<file path="src/rtl/dmem_arbiter.sv">
// dmem_arbiter: shares the single-port data RAM between the MEM stage (CPU) and a debug/loader port.
// Ports:
//   clock, reset                  - rising-edge clock, synchronous active-low reset
//   i_cpu_req/we/addr/wdata       - MEM-stage request, held until o_cpu_ack
//   o_cpu_rdata/ack/err/stall     - CPU response pulse and pipeline stall
//   i_dbg_req/we/addr/wdata       - debug/loader request, same handshake as the CPU
//   o_dbg_rdata/ack/err           - debug response pulse
//   o_mem_en/we/addr/wdata        - RAM strobe, write enable, word address, write data
//   i_mem_rdata                   - RAM read data, valid the cycle after o_mem_en
module dmem_arbiter #(
  parameter int ADDR_W     = 8,
  parameter int DATA_W     = 32,
  parameter int STARVE_MAX = 4
) (
  input  logic              clock,
  input  logic              reset,
  input  logic              i_cpu_req,
  input  logic              i_cpu_we,
  input  logic [31:0]       i_cpu_addr,
  input  logic [DATA_W-1:0] i_cpu_wdata,
  output logic [DATA_W-1:0] o_cpu_rdata,
  output logic              o_cpu_ack,
  output logic              o_cpu_err,
  output logic              o_cpu_stall,
  input  logic              i_dbg_req,
  input  logic              i_dbg_we,
  input  logic [31:0]       i_dbg_addr,
  input  logic [DATA_W-1:0] i_dbg_wdata,
  output logic [DATA_W-1:0] o_dbg_rdata,
  output logic              o_dbg_ack,
  output logic              o_dbg_err,
  output logic              o_mem_en,
  output logic              o_mem_we,
  output logic [ADDR_W-1:0] o_mem_addr,
  output logic [DATA_W-1:0] o_mem_wdata,
  input  logic [DATA_W-1:0] i_mem_rdata
);
  localparam int CW = $clog2(STARVE_MAX + 1);
  typedef enum logic [1:0] {IDLE, ACCESS, ERRCHK, RESP} state_t;
  state_t              r_state, w_next;
  logic [CW-1:0]       r_starve_cnt;
  logic                r_owner, r_we, r_err;
  logic [ADDR_W-1:0]   r_addr;
  logic [DATA_W-1:0]   r_wdata;
  logic                w_any, w_dbg_prio, w_cpu_win, w_dbg_win, w_req_we, w_bad, w_resp;
  logic [31:0]         w_req_addr;
  logic [DATA_W-1:0]   w_req_wdata, w_resp_data;
  assign w_any       = i_cpu_req | i_dbg_req;
  assign w_dbg_prio  = r_starve_cnt == CW'(STARVE_MAX);
  assign w_cpu_win   = i_cpu_req & ~(i_dbg_req & w_dbg_prio);
  assign w_dbg_win   = i_dbg_req & ~w_cpu_win;
  assign w_req_we    = w_dbg_win ? i_dbg_we : i_cpu_we;
  assign w_req_addr  = w_dbg_win ? i_dbg_addr : i_cpu_addr;
  assign w_req_wdata = w_dbg_win ? i_dbg_wdata : i_cpu_wdata;
  // misaligned or beyond the 2^ADDR_W-word RAM
  assign w_bad       = (w_req_addr[1:0] != 2'b00) | ((w_req_addr >> (ADDR_W + 2)) != 32'd0);
  always_ff @(posedge clock) begin
    if (!reset) begin
      r_state      <= IDLE;
      r_starve_cnt <= '0;
      r_owner      <= 1'b0;
      r_we         <= 1'b0;
      r_err        <= 1'b0;
      r_addr       <= '0;
      r_wdata      <= '0;
    end else begin
      r_state <= w_next;
      if (r_state == IDLE && w_any) begin
        r_owner <= w_dbg_win;
        r_we    <= w_req_we;
        r_err   <= w_bad;
        r_addr  <= w_req_addr[ADDR_W+1:2];
        r_wdata <= w_req_wdata;
      end
      // counts CPU wins over a waiting debug request; cleared once debug is served or stops asking
      if (r_state == IDLE)
        r_starve_cnt <= (!i_dbg_req || w_dbg_win) ? '0 : w_dbg_prio ? r_starve_cnt : r_starve_cnt + CW'(1);
    end
  end
  always_comb begin
    w_next      = IDLE;
    w_next      = (r_state == IDLE) ? (w_any ? (w_bad ? ERRCHK : ACCESS) : IDLE) :
                  (r_state == RESP) ? IDLE : RESP;
    w_resp      = r_state == RESP;
    w_resp_data = (r_we | r_err) ? '0 : i_mem_rdata;
    o_cpu_ack   = w_resp & ~r_owner;
    o_dbg_ack   = w_resp & r_owner;
    o_cpu_rdata = o_cpu_ack ? w_resp_data : '0;
    o_dbg_rdata = o_dbg_ack ? w_resp_data : '0;
    o_cpu_err   = o_cpu_ack & r_err;
    o_dbg_err   = o_dbg_ack & r_err;
    o_cpu_stall = i_cpu_req & ~o_cpu_ack;
    o_mem_en    = r_state == ACCESS;
    o_mem_we    = o_mem_en & r_we;
    o_mem_addr  = o_mem_en ? r_addr : '0;
    o_mem_wdata = o_mem_en ? r_wdata : '0;
  end
endmodule

</file>
<file path="config.mk">
export PLATFORM = sky130hd
export DESIGN_NAME = dmem_arbiter
export DESIGN_NICKNAME = d
export VERILOG_FILES = /design/src/rtl/dmem_arbiter.sv
export SDC_FILE = /design/constraint.sdc
export NUM_CORES = 1
export LEC_CHECK = 0
export ABC_AREA = 1
export CORE_AREA = 2 2 108 110
export CTS_BUF_LIST = sky130_fd_sc_hd__clkbuf_4 sky130_fd_sc_hd__clkbuf_8 sky130_fd_sc_hd__clkbuf_16
export CTS_CLUSTER_DIAMETER = 50
export DETAILED_ROUTE_END_ITERATION = 16
export DIE_AREA = 0 0 110 112
export HOLD_SLACK_MARGIN = 0.1
export PLACE_DENSITY = 0.7
export SETUP_SLACK_MARGIN = 0.4
export SYNTH_ARGS = -nofsm -noshare
export SYNTH_HDL_FRONTEND = slang
export SYNTH_SLANG_ARGS = --single-unit
</file>
<file path="constraint.sdc">
create_clock -name clock -period 4 [get_ports clock]
set_input_delay 0.6 -clock clock [delete_from_list [all_inputs] [get_ports clock]]
set_output_delay 0.6 -clock clock [all_outputs]
set_load 0.02 [all_outputs]
</file>
==> flow_summary.yaml <==
status:
  status: "finished, final reports clean"
worst_setup_path:
  rr_startpoint: "r_starve_cnt[0]$_SDFFE_PN0P_"
  r2r.worst_path.cells: 8
  start_kind: "register"
  r2r_slack_ns: 2.03
  r2r-end: "r_wdata[31]$_SDFFE_PN0P_"
  path_class: "reg2out"
  crit_fanout: 64
  crit_required_ns: 3.40
  endpoint_kind: "output pin"
  arrival_ns: 2.52
synth:
  synth.top_cells.by_area: "dfxtp_1 (30%), nor2_1 (19%), nor3_1 (10%)"
  synth_area_per_cell_um2: 5.67
  synth_area_um2: 3170
  yosysTopAreaCell: "dfxtp_1"
  synthCells: 559
  synth_top_area_share_pct: 30.3
  synth_warnings: 0
  synth_fp_nets: 727
  yosysSeqAreaShare_pct: 30.3
  ys_ff_latch: 48
  synth_cell_type_count: 23
die:
  initial_core_util_pct: 28.4
  ios: 277
  core_um2: 11200
  die_area_um2: 12300
  rows: 39
  die_x_um: 110
  die_h_um: 112
route:
  drtPass1Iterations: 4
  wirelength_um: 12900
  ant_nets: 0
  vias: 4364
  wl_met3_um: 1350
  drt-met1-wl_um: 4930
  top_layer: "met4"
  drt_iter0_drc: 225
  vias_per_cell: 4.57
  wl_per_cell_um: 13.5
  drc: 0
  wl_met2_um: 6340
clocking:
  cts_sinks: 48
  clock_latency_ns: 0.28
  cts_max_level: 2
  ctsHoldBuffers: 0
  cts_resized: 0
  numCtsBuffers: 5
  cts_root_buf: "clkbuf_16"
  cts_setup_buffers: 0
  path_clk_slew_ns: 0.07
  cts_tree: "done"
  clockBufferDepth: 2
finish:
  final_common_cell: "clkdlybuf4s50_1"
  diodes: 0
  fin_util_pct: 55.4
  drive_above_1_share_pct: 2.59
  fin_cells: 955
  layout_common_cells: "clkdlybuf4s50_1 (276), nor2_1 (160), inv_1 (83)"
  area.sequential_um2: 961
  fin_area_um2: 6190
  fillers: 1108
  nNetsFinal: 979
  multi_input_area_um2: 1720
  area_growth_pct: 95.1
grt:
  antenna_found_initial: 0
  grt_pass1_wl_um: 19700
  grt_usage_pct: 19.9
  grt_max_degree: 65
  gr-total-overflow: 0
  grt_pass1_vias: 4117
worst_hold_path:
  hold-path-cell-count: 2
  hold_class: "reg2reg"
  worstHoldStart: "r_wdata[8]$_SDFFE_PN0P_"
  holdPathEnd: "r_wdata[8]$_SDFFE_PN0P_"
pwr:
  p_leak_nw: 2.36
  power_density_nw_per_um2: 281
  ir_worst_vdd_mv: 0.194
placement:
  dp_cells: 947
  dp_hpwl_um: 10400
  place_area_um2: 5990
  place.gp.congestion: 0.951
  dp_slack_ns: 1.18
  portBuffers: 276
sta:
  skew_ns: 0.00869
  rsz0062_at_grt: "no"
  post-route-min-period_ns: 3.12
  layout_setup_ws_ns: 0.885
  drv_slew: 0
  hold_viol_final: 0
  slew_headroom_pct: 29.9
  worst_pin_slew_ns: 1.05
  fmax_ghz: 0.321
  tns_ns: 0
  setup_violations: 0
  fin_crit_sh_pct: 77.9
job:
  cap_violations: 0
-- critical path: stages (launching register included) --
cell and delay (ns):
dfxtp_1 0.31, inv_1 0.09, nand2_2 0.57, nor3_1 0.58, clkdlybuf4s50_1 0.68
-- where the power goes --
part	total, mW	leakage (nW)	switching, mW	internal [mW]
registers	0.569	0.395	0.0317	0.537
logic	0.626	1.87	0.329	0.297
clock network	0.543	0.0944	0.182	0.360
total	1.74	2.36	0.543	1.19
-- Yosys cell counts, drive strengths merged --
cell type and count:
nand3 2, inv 86, clkinv 1, buf 12, o21ai 42, a21oi 48, a211oi 1, nand2 61
nor3 64, ha 2, nor2 161, and2 2, dfxtp 48, xor2 1, clkbuf 25, nand4 3
-- state kept, by name, indices dropped and copies added (netlist names) --
| signal | flops |
|---|---|
| r_starve_cnt | 3 |
| r_addr | 8 |
| r_we | 1 |
| r_wdata | 32 |
| r_owner | 1 |
| r_state | 2 |
| r_err | 1 |
-- cells by family after synthesis --
logic type      after synthesis  share of synthesized area (%)
xor+xnor                      1                          0.276
simple gates                293                           37.9
buf+inv                     124                           15.8
fa+ha+maj                     2                          0.789
flops                        48                           30.3
compound gates               91                           14.9
-- how the worst max path moves through the flow --
stage	cells past startpoint	start	end	slack [ns]
after CTS	5	r_state[0]$_SDFF_PN0_	o_cpu_rdata[1]	0.87
after global placement	5	r_state[1]$_SDFF_PN0_	o_cpu_rdata[1]	1.22
final	4	r_err$_SDFFE_PN0P_	o_dbg_rdata[1]	0.88
after floorplan	5	r_state[1]$_SDFF_PN0_	o_cpu_rdata[22]	1.72
after detailed placement	5	r_state[1]$_SDFF_PN0_	o_cpu_rdata[1]	1.18
after global routing	5	r_state[1]$_SDFF_PN0_	o_cpu_rdata[0]	0.67
-- stage by stage --
step | hold WS [ns] | power (mW)
2_1_floorplan | 0.443 | 0.924
3_3_place_gp | 0.453 | 1.20
3_5_place_dp | 0.456 | 1.21
4_1_cts | 0.466 | 1.76
5_1_grt | 0.479 | 1.85
6_report | 0.466 | 1.74
-- per-layer routing --
| layer | vias up | track usage, % |
|---|---|---|
| met5 | - | 0 |
| met4 | 0 | 6.41 |
| met3 | 21 | 5.62 |
| met2 | 182 | 36.3 |
| met1 | 1929 | 21.8 |
| li1 | 2232 | - |
-- final cells by class --
class / count / area share [%]
timing repair buffer: 282 / 45.4
clock inverter: 3 / 1.11
inverter: 87 / 5.28
sequential: 48 / 15.5
clock buffer: 5 / 2.02
tap: 143 / 2.89
multi-input combinational: 387 / 27.8
Note: power is estimated with default switching activity, not from simulation.
